## src/rtl/sprite_plotter.sv

```systemverilog
// ----------------------------------------------------------------------------
// sprite_plotter
//
// Frame-synchronous erase/redraw controller for one SIZE x SIZE sprite on the
// 160x120, 3-bit-colour VGA adapter. It sits downstream of the x/y bouncing
// position stages. Once per frame it erases the sprite at its old position and
// pulses `update` so that the position stages step. It then latches the new
// position and redraws the sprite there.
//
// Ports
//   clk         system clock, all state on rising edge
//   reset       synchronous, active-high reset
//   xin         sprite top-left x from the x position stage (0..124)
//   yin         sprite top-left y from the y position stage (0..116)
//   colour_in   sprite colour
//   vga_x       pixel x to VGA adapter
//   vga_y       pixel y to VGA adapter
//   vga_colour  pixel colour to VGA adapter
//   plot        VGA write-enable, one pixel per cycle while high
//   update      one-cycle step enable for the position stages
//   busy        high whenever the controller is not IDLE
//
// State  | meaning
// -------+-------------------------------------------------------------
// LATCH  | capture xin/yin/colour_in, clear pixel counter (1 cycle)
// DRAW   | plot SIZE*SIZE pixels in saved colour at saved position
// IDLE   | wait for the frame tick
// ERASE  | plot SIZE*SIZE pixels in BG_COLOUR at saved position
// UPDATE | pulse update so the position stages step (1 cycle)
// ----------------------------------------------------------------------------
module sprite_plotter #(
   parameter int          SIZE        = 4,
   parameter int          FRAME_COUNT = 833334,
   parameter logic [2:0]  BG_COLOUR   = 3'b000
) (
   input  logic       clk,
   input  logic       reset,
   input  logic [6:0] xin,
   input  logic [6:0] yin,
   input  logic [2:0] colour_in,
   output logic [7:0] vga_x,
   output logic [6:0] vga_y,
   output logic [2:0] vga_colour,
   output logic       plot,
   output logic       update,
   output logic       busy
);

   localparam int NPIX  = SIZE * SIZE;
   localparam int PW    = (NPIX > 1) ? $clog2(NPIX) : 1;
   localparam int FW    = (FRAME_COUNT > 1) ? $clog2(FRAME_COUNT) : 1;
   localparam int LOG_S = $clog2(SIZE);

   localparam logic [PW-1:0] PIX_LAST   = PW'(NPIX - 1);
   localparam logic [PW-1:0] PIX_MASK   = PW'(SIZE - 1);
   localparam logic [FW-1:0] FRAME_LAST = FW'(FRAME_COUNT - 1);

   localparam logic [2:0] S_IDLE   = 3'd0;
   localparam logic [2:0] S_LATCH  = 3'd1;
   localparam logic [2:0] S_DRAW   = 3'd2;
   localparam logic [2:0] S_ERASE  = 3'd3;
   localparam logic [2:0] S_UPDATE = 3'd4;

   logic [2:0]    state;
   logic [FW-1:0] frame_cnt;
   logic [PW-1:0] pix_cnt;
   logic [6:0]    saved_x;
   logic [6:0]    saved_y;
   logic [2:0]    saved_colour;

   logic          tick;
   logic          pix_last;
   logic [7:0]    px;
   logic [6:0]    py;

   assign tick     = (frame_cnt == FRAME_LAST);
   assign pix_last = (pix_cnt == PIX_LAST);

   // SIZE is a power of two, so row-major mod/div reduce to mask/shift.
   assign px = 8'(pix_cnt & PIX_MASK);
   assign py = 7'(pix_cnt >> LOG_S);

   always_ff @(posedge clk) begin
      if (reset) begin
         state        <= S_LATCH;
         frame_cnt    <= '0;
         pix_cnt      <= '0;
         saved_x      <= '0;
         saved_y      <= '0;
         saved_colour <= '0;
      end else begin
         frame_cnt <= tick ? '0 : frame_cnt + 1'b1;

         case (state)
            S_LATCH: begin
               saved_x      <= xin;
               saved_y      <= yin;
               saved_colour <= colour_in;
               pix_cnt      <= '0;
               state        <= S_DRAW;
            end
            S_DRAW: begin
               if (pix_last) begin
                  pix_cnt <= '0;
                  state   <= S_IDLE;
               end else begin
                  pix_cnt <= pix_cnt + 1'b1;
               end
            end
            S_IDLE: begin
               // A tick seen in any other state is dropped on purpose.
               if (tick) begin
                  pix_cnt <= '0;
                  state   <= S_ERASE;
               end
            end
            S_ERASE: begin
               if (pix_last) begin
                  pix_cnt <= '0;
                  state   <= S_UPDATE;
               end else begin
                  pix_cnt <= pix_cnt + 1'b1;
               end
            end
            S_UPDATE: begin
               state <= S_LATCH;
            end
            default: begin
               state <= S_LATCH;
            end
         endcase
      end
   end

   // Outputs decode registered state only; reset forces them quiet even in
   // the cycles before the reset edge has been seen.
   always_comb begin
      vga_x      = '0;
      vga_y      = '0;
      vga_colour = '0;
      plot       = 1'b0;
      update     = 1'b0;
      busy       = 1'b0;
      if (!reset) begin
         busy   = (state != S_IDLE);
         update = (state == S_UPDATE);
         if (state == S_DRAW || state == S_ERASE) begin
            plot       = 1'b1;
            vga_x      = {1'b0, saved_x} + px;
            vga_y      = saved_y + py;
            vga_colour = (state == S_DRAW) ? saved_colour : BG_COLOUR;
         end
      end
   end

endmodule

```

## config.mk

```make
export PLATFORM = sky130hd
export DESIGN_NAME = sprite_plotter
export DESIGN_NICKNAME = d
export VERILOG_FILES = /design/src/rtl/sprite_plotter.sv
export SDC_FILE = /design/constraint.sdc
export NUM_CORES = 1
export LEC_CHECK = 0
export BUFFER_PORTS_ARGS = -buffer_cell sky130_fd_sc_hd__buf_2
export CAP_MARGIN = 5
export CORE_UTILIZATION = 55
export CTS_CLUSTER_DIAMETER = 80
export DETAILED_ROUTE_END_ITERATION = 16
export HOLD_SLACK_MARGIN = 0.15
export PLACE_DENSITY = 0.79
export SYNTH_ARGS = -nofsm -noshare
export SYNTH_HDL_FRONTEND = slang
export SYNTH_SLANG_ARGS = --single-unit
```

## constraint.sdc

```tcl
create_clock -name clk -period 2.1 [get_ports clk]
set_input_delay 0.315 -clock clk [delete_from_list [all_inputs] [get_ports clk]]
set_output_delay 0.315 -clock clk [all_outputs]
set_load 0.005 [all_outputs]
```

Yosys cells after proc, flatten, opt, wreduce, memory -nomap -nowiden
Index checks and enable logic that the tools add are counted.
Storage, ports and cells
  flip-flop bits (word level): 44
  bits of input ports: 19
  output and inout port bits: 21
Operators by class
  $add $sub $neg: 4
  equality and inequality tests: 9
  mux-type cells: 18
  reductions and logical operators: 8
Operator list (count)
  20-bit by 1-bit adder with 20-bit output, second input constant: 1
  20-bit == test, second input constant: 1
  3-bit 2-to-1 mux: 6
  8-bit 2-to-1 mux: 2
  7-bit 2-to-1 mux: 2
  3-bit case mux with 4 select lines: 1
  4-bit case mux with 3 select lines: 1
  7-bit by 2-bit adder with 8-bit output: 1
  4-bit 2-to-1 mux: 2
  7-bit by 2-bit adder with 7-bit output: 1
  3-bit by 2-bit == test with 1-bit output, second input constant: 2
  2-bit != test, second input constant: 3
  3-bit nonzero test: 2
  4-bit by 1-bit adder with 4-bit output, second input constant: 1
  4-bit == test, second input constant: 1
  1-bit 2-to-1 mux: 4
  2-bit OR reduction: 2
  3-bit by 1-bit == test with 1-bit output, second input constant: 1
  3-bit == test, second input constant: 1
  3-bit logical NOT: 1
  3-bit AND reduction: 1
  2-bit AND reduction: 1
  1-bit logical OR: 1

Depth between registers and ports, before layout
Gate-level depths: netlist (run 1).
  depth after elaboration: 4
  depth in mapped cells: 7
  depth with buffers taken out: 6

Worst setup path after synthesis (run 1)
OpenSTA, ideal clock, no wires.
  path kind: reg2out
  start point: register pix_cnt[2]
  end point: output port vga_y[6]
  arrival time: 1291 ps
  setup slack: 494 ps
  cell stages (with the launch flop): 7
  buffers on the path: 0
  cells stage by stage: dfxtp_1 ha_1 fa_1 nand3_1 nor2_1 xnor2_1 nor2_1
On the way
  longest elaborated chain between the ends: 3
RTL lines
  from (decl): line 66  | logic [PW-1:0] pix_cnt;
  from (signal assigned): line 107  | pix_cnt <= pix_cnt + 1'b1;
  from (signal assigned): line 122  | pix_cnt <= pix_cnt + 1'b1;
  7-bit by 2-bit adder with 7-bit output: line 150  | vga_y = saved_y + py;
  7-bit 2-to-1 mux: line 147  | if (state == S_DRAW || state == S_ERASE) begin
  7-bit 2-to-1 mux: line 144  | if (!reset) begin
  to (decl): line 42  | output logic [6:0] vga_y,
No other way between the ends.

Worst setup path after layout (run 1)
  start point: register pix_cnt[3]
  end point: output port vga_y[5]
The elaborated chain is that of the path after synthesis.

==> results of run 1 <==
[Yosys cell counts, drive strengths merged (2+ instances only)]
master | n | area share [%]
nand2 | 47 | 7.9
dfxtp | 44 | 39
nor2 | 28 | 4.6
a21oi | 26 | 6.1
nand3 | 15 | 3.9
and3 | 12 | 3.6
xor2 | 11 | 4.3
xnor2 | 10 | 3.9
clkbuf | 8 | 1.3
ha | 7 | 3.9
nand4 | 7 | 1.9
o31ai | 7 | 2.3
or4 | 7 | 2.7
buf | 6 | 1.6
inv | 5 | 0.83
nor3 | 4 | 1.1
nor2b | 3 | 0.83
o21ai | 3 | 0.66
and4 | 2 | 0.77
fa | 2 | 1.8
nor4b | 2 | 0.77
nor4bb | 2 | 0.89
or3 | 2 | 0.55
[what timing repair did]
item                                   in CTS  in global routing
gates resized for setup                     3                  3
setup endpoints to repair                   2                  5
setup buffers                               0                  1
endpoints found under the hold margin       0                  0
[cells by family after synthesis]
| kind of cell | Yosys count | synth area share, % |
|---|---|---|
| AOI/OAI and AO/OA | 42 | 11.1 |
| muxes | 2 | 0.941 |
| xor gates and xnor gates | 21 | 8.13 |
| and+or+nand+nor | 136 | 31.4 |
| adders and majority gates | 9 | 5.64 |
| buffers and inverters | 19 | 3.76 |
| DFF | 44 | 39.0 |
[worst reg2reg max path, delay by kind of cell (launching register included)]
| family | cells | cell delay, ns |
|---|---|---|
| simple gates | 3 | 0.93 |
| flops | 1 | 0.42 |
| fa+ha+maj | 1 | 0.21 |
| compound gates | 1 | 0.16 |
[cells in the final DEF (no fill, tap or decap), types with 8 or more instances in the layout]
cell	n
dfxtp_1	42
and3_1	10
nor2_1	28
nand2_1	46
buf_2	39
a21oi_1	24
xnor2_1	10
nand3_1	13
xor2_1	11
buf_4	8
[worst max-delay path by stage]
| stage | start | slack, ns | end | depth (start not counted) |
|---|---|---|---|---|
| detailed placement | pix_cnt[2] | 0.21 | vga_y[6] | 7 |
| global route | pix_cnt[3] | -0.002 | vga_y[5] | 6 |
| CTS | pix_cnt[0] | 0.03 | vga_x[6] | 6 |
| floorplan | pix_cnt[2] | 0.49 | vga_y[6] | 6 |
| global placement | pix_cnt[2] | 0.27 | vga_y[6] | 7 |
| finish | pix_cnt[3] | 0.07 | vga_y[5] | 6 |
[state kept, by name (all words and copies together), names as in the netlist]
signal	flops
state	3
pix_cnt	4
frame_cnt	20
saved_x	7
saved_y	7
saved_colour	3
[per-layer routing]
metal	routed length (um)	GRT usage (%)	up-vias
met1	2260	28.2	973
met2	2170	37.1	45
met4	43	7.71	0
met5	0	0	-
met3	179	3.79	6
li1	-	-	1037
[cell type report]
| type | count | area share [%] |
|---|---|---|
| timing repair buffer | 47 | 9.75 |
| sequential | 44 | 33.8 |
| clock inverter | 1 | 0.287 |
| clock buffer | 7 | 3.30 |
| tap | 48 | 2.29 |
| multi-input combinational | 210 | 49.8 |
| inverter | 5 | 0.717 |
[per-stage QoR]
stage                     setup slack [ns]  cells
after floorplan                      0.494    273
after global placement               0.271    353
after detailed placement             0.212    353
after CTS                           0.0318    361
after global routing              -0.00216    362
final                               0.0658    362
[where the power goes]
group	internal [uW]	total, uW	switching (uW)	leakage [uW]
Sequential	865	899	33.5	0.000360
Combinational	70.8	160	89.7	0.000644
Clock	267	539	272	0.0000445
Total	1200	1600	395	0.00105
==> impl_metrics.tcl, run 1 <==
set metrics [dict create \
    async_reset_ff_share_pct 0 \
    port_buffers 39 \
    first_pass_iters 5 \
    finClkSkew_ns 0.00750 \
    hold_viol 0 \
    antenna_found_initial 0 \
    fmax_ghz 0.492 \
    worst-r2r-cell-count 5 \
    hold_start "yin[1]" \
    drc 0 \
    required_ns 1.78 \
    regArea_um2 886 \
    drtIter0Drc 76 \
    nFillCells 348 \
    core_area_mm2 0.00380 \
    areaGrowthSynthToFinish_pct 15.8 \
    final_util_pct 68.9 \
    dp_hpwl_um 3420 \
    status "completed" \
    max_cap_violations 0 \
    crit_fanout 6 \
    reg2reg_slack_ns 0.33 \
    finalCriticalPeriod_ns 2.03 \
    start_kind "flop" \
    cpPeakStageDelay_ns 0.48 \
    hold_depth 3 \
    cts_buffer_depth 2 \
    worst_slew_margin_rel_pct 61.4 \
    end_kind "primary output" \
    hold_ws_ns 0.254 \
    grt_max_degree 23 \
    ant_nets 0 \
    hp-class "in2reg" \
    dieArea_mm2 0.00437 \
    path_cells "ha_1 -> a21oi_1 -> nand4b_1 -> xor2_1 -> nor2_1 -> buf_2" \
    peakVddDrop_v 0.000321 \
    fin_nets 341 \
    timing.rr.end "frame_cnt[16]" \
    placed_area_mm2 0.00250 \
    grt_pass1_wl_um 7410 \
    vias 2061 \
    cp_top_family "flip-flops" \
    synth_fp_nets 301 \
    yosys_warnings 0 \
    die_x_um 66.1 \
    worstSkewPairLatency_ns 0.29 \
    crit_buf_inv 1 \
    numCtsBuffers 5 \
    synth_edf_count 0 \
    yosysSeqAreaShare_pct 39.0 \
    grt_pass1_vias 1748 \
    wl_per_cell_um 12.9 \
    clk_pin_slew_ns 0.08 \
    rows 22 \
    fin_crit_sh_pct 96.9 \
    synth.avg_cell_area_um2 8.28 \
    p_leak_uw 0.00105 \
    path_class "reg2out" \
    antenna-diode-count 0 \
    htreeDepth 2 \
    post-layout-total-power_uw 1600 \
    postCtsHoldBufs 0 \
    wl_um 4660 \
    synthCells 273 \
    grtUsageTotal_pct 22.1 \
    viasPerCell 5.69 \
    num_io_pins 40 \
    gr-total-overflow 0 \
    cts_sinks 44 \
    yosysUniqueCellTypes 44 \
    synth_ff_type "dfxtp_1" \
    slew_violations 0 \
    power_density_mw_per_mm2 610 \
    start_util_pct 59.5 \
    die_y_um 66.1 \
    fin_area_mm2 0.00262 \
    place.gp.congestion 0.851 \
    multiInputGateArea_mm2 0.00131 \
    whs_endpoint "saved_y[1]" \
    reg2reg_from "frame_cnt[0]" \
    crit_path_top_delay_cell "dfxtp_1" \
    drive_gt1_share_pct 22.6 \
    syn-cell-area_mm2 0.00226 \
    final.setup.tns_ns 0 \
    cts_tree "yes" \
    clock-root-buffer "clkbuf_8" \
    setup_viol 0 \
    synth-seq-cells 44 \
    cp_data_arrival_time_ns 1.72 \
    worstMarginPinSlew_ns 0.579 \
]
Power figures use the tool's default switching activity.
==> run 2, diff against run 1 <==
- REMOVE_ABC_BUFFERS: default -> 1
==> impl_metrics.tcl, run 2 (synthesis gave the netlist of run 1 again) <==
set metrics [dict create \
    crit_fanout 5 \
    numCtsBuffers 5 \
    final_util_pct 68.8 \
    nFillCells 326 \
    largest_reg_flops 20 \
    grt_pass1_vias 1765 \
    die_x_um 66.1 \
    vias 2001 \
    worstSkewPairLatency_ns 0.29 \
    cp_data_arrival_time_ns 1.72 \
    grtUsageTotal_pct 23.3 \
    mostFrequentLayoutCells "nand2_1, dfxtp_1, buf_2" \
    gr-total-overflow 0 \
    htreeDepth 2 \
    place.gp.congestion 0.782 \
    crit_buf_inv 1 \
    placed_area_mm2 0.00251 \
    worst_slew_margin_rel_pct 60.9 \
    drtIter0Drc 128 \
    clock-root-buffer "clkbuf_8" \
    drc 0 \
    cts_buffer_depth 2 \
    first_pass_iters 4 \
    cts_tree "yes" \
    dp_hpwl_um 3430 \
    multiInputGateArea_mm2 0.00131 \
    clk_pin_slew_ns 0.08 \
    num_io_pins 40 \
    reg2reg_from "frame_cnt[0]" \
    fin_crit_sh_pct 96.8 \
    start_kind "flop" \
    hold_start "xin[4]" \
    fin_area_mm2 0.00261 \
    setup_ws_ns 0.0667 \
    reg2reg_slack_ns 0.35 \
    whs_endpoint "saved_x[4]" \
    regArea_um2 885 \
    postCtsHoldBufs 0 \
    antenna_found_initial 0 \
    slew_violations 0 \
    dieArea_mm2 0.00437 \
    timing.rr.end "frame_cnt[16]" \
    path_class "reg2out" \
    grt_max_degree 23 \
    die_y_um 66.1 \
    drive_gt1_share_pct 22.6 \
    p_leak_uw 0.00105 \
    wl_per_cell_um 13.2 \
    cp_top_family "adder cells" \
    antenna-diode-count 0 \
    hp-class "in2reg" \
    viasPerCell 5.53 \
    final_common_cell "nand2_1" \
    start_util_pct 59.5 \
    regMostFlops "frame_cnt" \
    instances_no_fill 362 \
    crit_path_top_delay_cell "fa_2" \
    rsz0062_at_grt "true" \
    cpPeakStageDelay_ns 0.37 \
    hold_viol 0 \
    post-place-cells 354 \
    hold_depth 3 \
    cts_sinks 44 \
    post-layout-total-power_uw 1600 \
    grt_pass1_wl_um 7800 \
    ant_nets 0 \
    setup_viol 0 \
    peakVddDrop_v 0.000466 \
    areaGrowthSynthToFinish_pct 15.6 \
    path_cells "ha_1 -> fa_2 -> nand3_1 -> xor2_1 -> nor2_1 -> buf_2" \
    worst-r2r-cell-count 5 \
    dp_slack_ns 0.258 \
    fin_nets 341 \
    end_kind "primary output" \
    status "completed" \
    port_buffers 39 \
    max_cap_violations 0 \
    required_ns 1.78 \
    power_density_mw_per_mm2 612 \
    worstMarginPinSlew_ns 0.586 \
    finalCriticalPeriod_ns 2.03 \
    rows 22 \
    wl_um 4770 \
    finClkSkew_ns 0.00566 \
    fmax_ghz 0.492 \
    core_area_mm2 0.00380 \
    cts_setup_buffers 0 \
    reg_top3 "frame_cnt (20), saved_x (7), saved_y (7)" \
]
==> run 2: cell type report <==
type,instances,share of cell area [%]
inverters,5,0.718
flip-flops and latches,44,33.8
multi-input cells,210,49.9
repair buffers,47,9.77
well taps,48,2.30
clock buffers,8,3.45
==> run 2: per-layer routing <==
metal / track usage [%] / routed length (um) / share of wire, %
met1: 33.5 / 2400 / 50
met2: 35.7 / 2110 / 44
met3: 3.62 / 221 / 4.6
met4: 7.18 / 43 / 0.90
met5: 0 / 0 / 0
==> run 2: repair_timing <==
item	CTS	global route
endpoints found under the setup margin	3	5
gates resized for setup	3	3
gates cloned	0	0
==> run 2: how the worst max path moves through the flow <==
stage | start | to | slack (ns) | depth (start not counted)
global placement | pix_cnt[2] | vga_y[6] | 0.29 | 7
CTS | pix_cnt[0] | vga_x[4] | 0.03 | 6
finish | pix_cnt[0] | vga_x[4] | 0.07 | 6
detailed placement | pix_cnt[2] | vga_y[6] | 0.26 | 7
floorplan | frame_cnt[13] | pix_cnt[2] | 0.08 | 4
global route | pix_cnt[0] | vga_x[4] | -0.05 | 6
==> run 2: through the flow <==
stage	hold WS (ns)	TNS, ns
2_1_floorplan	0.384	0
3_3_place_gp	0.438	0
3_5_place_dp	0.445	0
4_1_cts	0.254	0
5_1_grt	0.255	-0.0463
6_report	0.257	0
==> run 2: worst reg2reg max path, cell delays in order (launching register included) <==
cell and delay, ns:
dfxtp_1 0.42, ha_1 0.22, and3_1 0.28, nand2_1 0.19, or4_1 0.44, a21oi_1 0.16
==> run 2: where the power goes <==
part           internal (uW)  switching (uW)  total [uW]
clock network            268             262         531
logic                   73.2            90.9         164
registers                867            37.1         904
total                   1210             390        1600
==> run 3, diff against run 2 <==
- CAP_MARGIN: 5 -> default
- GPL_TIMING_DRIVEN: default -> 0
- RECOVER_POWER: default -> 50
==> impl_metrics.tcl, run 3 (synthesis gave the netlist of run 1 again) <==
set metrics [dict create \
    areaGrowthSynthToFinish_pct 14.4 \
    finalCriticalPeriod_ns 2.03 \
    start_util_pct 59.5 \
    core_area_mm2 0.00380 \
    gr-total-overflow 0 \
    place.gp.congestion 0.853 \
    regArea_um2 890 \
    final_common_cell "nand2_1" \
    cts_buffer_depth 2 \
    routed-wl-met2_um 2090 \
    numCtsBuffers 5 \
    num_io_pins 40 \
    m1WireLength_um 2340 \
    wl_met3_um 171 \
    top_layer "met4" \
    path_cells "ha_2 -> fa_2 -> nand3_1 -> xor2_1 -> nor2_1 -> buf_2" \
    worst_slew_margin_rel_pct 31.1 \
    rows 22 \
    fin_crit_sh_pct 96.6 \
    slew_violations 0 \
    port_buffers 39 \
    path_class "reg2out" \
    cp_data_arrival_time_ns 1.71 \
    first_pass_iters 4 \
    grt_pass1_vias 1759 \
    ant_nets 0 \
    viasPerCell 5.53 \
    largest_reg_flops 20 \
    nFillCells 341 \
    drive_gt1_share_pct 22.1 \
    worstSkewPairLatency_ns 0.30 \
    crit_path_top_delay_cell "fa_2" \
    die_x_um 66.1 \
    p_leak_uw 0.00100 \
    dp_slack_ns -0.131 \
    peakVddDrop_v 0.000469 \
    mostFrequentLayoutCells "nand2_1, dfxtp_1, buf_2" \
    post-layout-total-power_uw 1590 \
    hold_ws_ns 0.246 \
    drc 0 \
    cpPeakStageDelay_ns 0.40 \
    multiInputGateArea_mm2 0.00133 \
    wl_per_cell_um 13.1 \
    end_kind "primary output" \
    vias 1963 \
    dp_hpwl_um 3290 \
    cp_top_family "adder cells" \
    setup_ws_ns 0.0718 \
    grtUsageTotal_pct 23.7 \
    start_kind "flop" \
    dieArea_mm2 0.00437 \
    crit_buf_inv 1 \
    grt_max_degree 24 \
    status "completed" \
    worstMarginPinSlew_ns 1.03 \
    power_density_mw_per_mm2 617 \
    wl_um 4660 \
    hold_viol 0 \
    cts_sinks 44 \
    grt_pass1_wl_um 7800 \
    crit_fanout 5 \
    fmax_ghz 0.493 \
    placed_area_mm2 0.00245 \
    max_cap_violations 0 \
    hp-class "in2reg" \
    die_y_um 66.1 \
    cts_tree "yes" \
    drtIter0Drc 128 \
    reg_top3 "frame_cnt (20), saved_x (7), saved_y (7)" \
    fin_area_mm2 0.00259 \
    antenna_found_initial 0 \
    finClkSkew_ns 0.00810 \
    regMostFlops "frame_cnt" \
    final.setup.tns_ns 0 \
    antenna-diode-count 0 \
    setup_viol 0 \
    clk_pin_slew_ns 0.08 \
    clock-root-buffer "clkbuf_8" \
    required_ns 1.78 \
    fin_nets 334 \
    htreeDepth 2 \
]
-- run 3: cell count changes in the layout (fill, tap and decap cells not counted), sizes merged --
cell	before	now
buf	47	37
clkbuf	8	11
-- run 3: cell type report --
cell class                      instances  share of cell area (%)
Clock buffer                            8                    3.48
Sequential cell                        44                    34.4
Timing Repair Buffer                   40                    7.69
Multi-Input combinational cell        210                    51.4
Tap cell                               48                    2.32
Inverter                                5                   0.726
-- run 3: report_power, final --
| part | switching, uW | internal (uW) | leakage (uW) | total (uW) |
|---|---|---|---|---|
| combinational | 83.9 | 64.4 | 0.000596 | 148 |
| sequential | 40.4 | 866 | 0.000361 | 907 |
| clock | 272 | 268 | 0.0000455 | 540 |
-- run 3: final timing paths --
kind	start	endpoint	slack [ns]	depth (start not counted)
worst max-delay path	pix_cnt[0]	vga_x[6]	0.07	6
worst min register to register	saved_colour[2]	saved_colour[2]	0.46	2
worst max register to register	frame_cnt[13]	pix_cnt[2]	0.27	4
worst min-delay path	xin[4]	saved_x[4]	0.25	3
-- run 3: worst reg2reg max path, delay by kind of cell, from the launching register on --
kind	cells	cell delay, ns
AOI/OAI and AO/OA	2	0.64
DFF	1	0.44
and+or+nand+nor	2	0.61
-- run 3: routing by layer --
| metal | vias up | global-route usage (%) |
|---|---|---|
| li1 | 1018 | - |
| met1 | 898 | 32.2 |
| met2 | 39 | 36.0 |
| met3 | 8 | 5.17 |
| met4 | 0 | 10.1 |
| met5 | - | 0 |
-- run 3: through the flow --
stage / instances / util [%]
5_1_grt: 355 / 68.1
6_report: 355 / 68.1
3_3_place_gp: 346 / 64.5
2_1_floorplan: 259 / -
3_5_place_dp: 346 / 64.6
4_1_cts: 354 / 67.3
-- run 3: repair_timing --
item | 4_1_cts | 5_1_grt
resized for setup | 6 | 11
setup buffers | 0 | 1
hold buffers | 0 | 0
pin swaps | 0 | 2
gates cloned | 0 | 0
setup endpoints to repair | 9 | 33
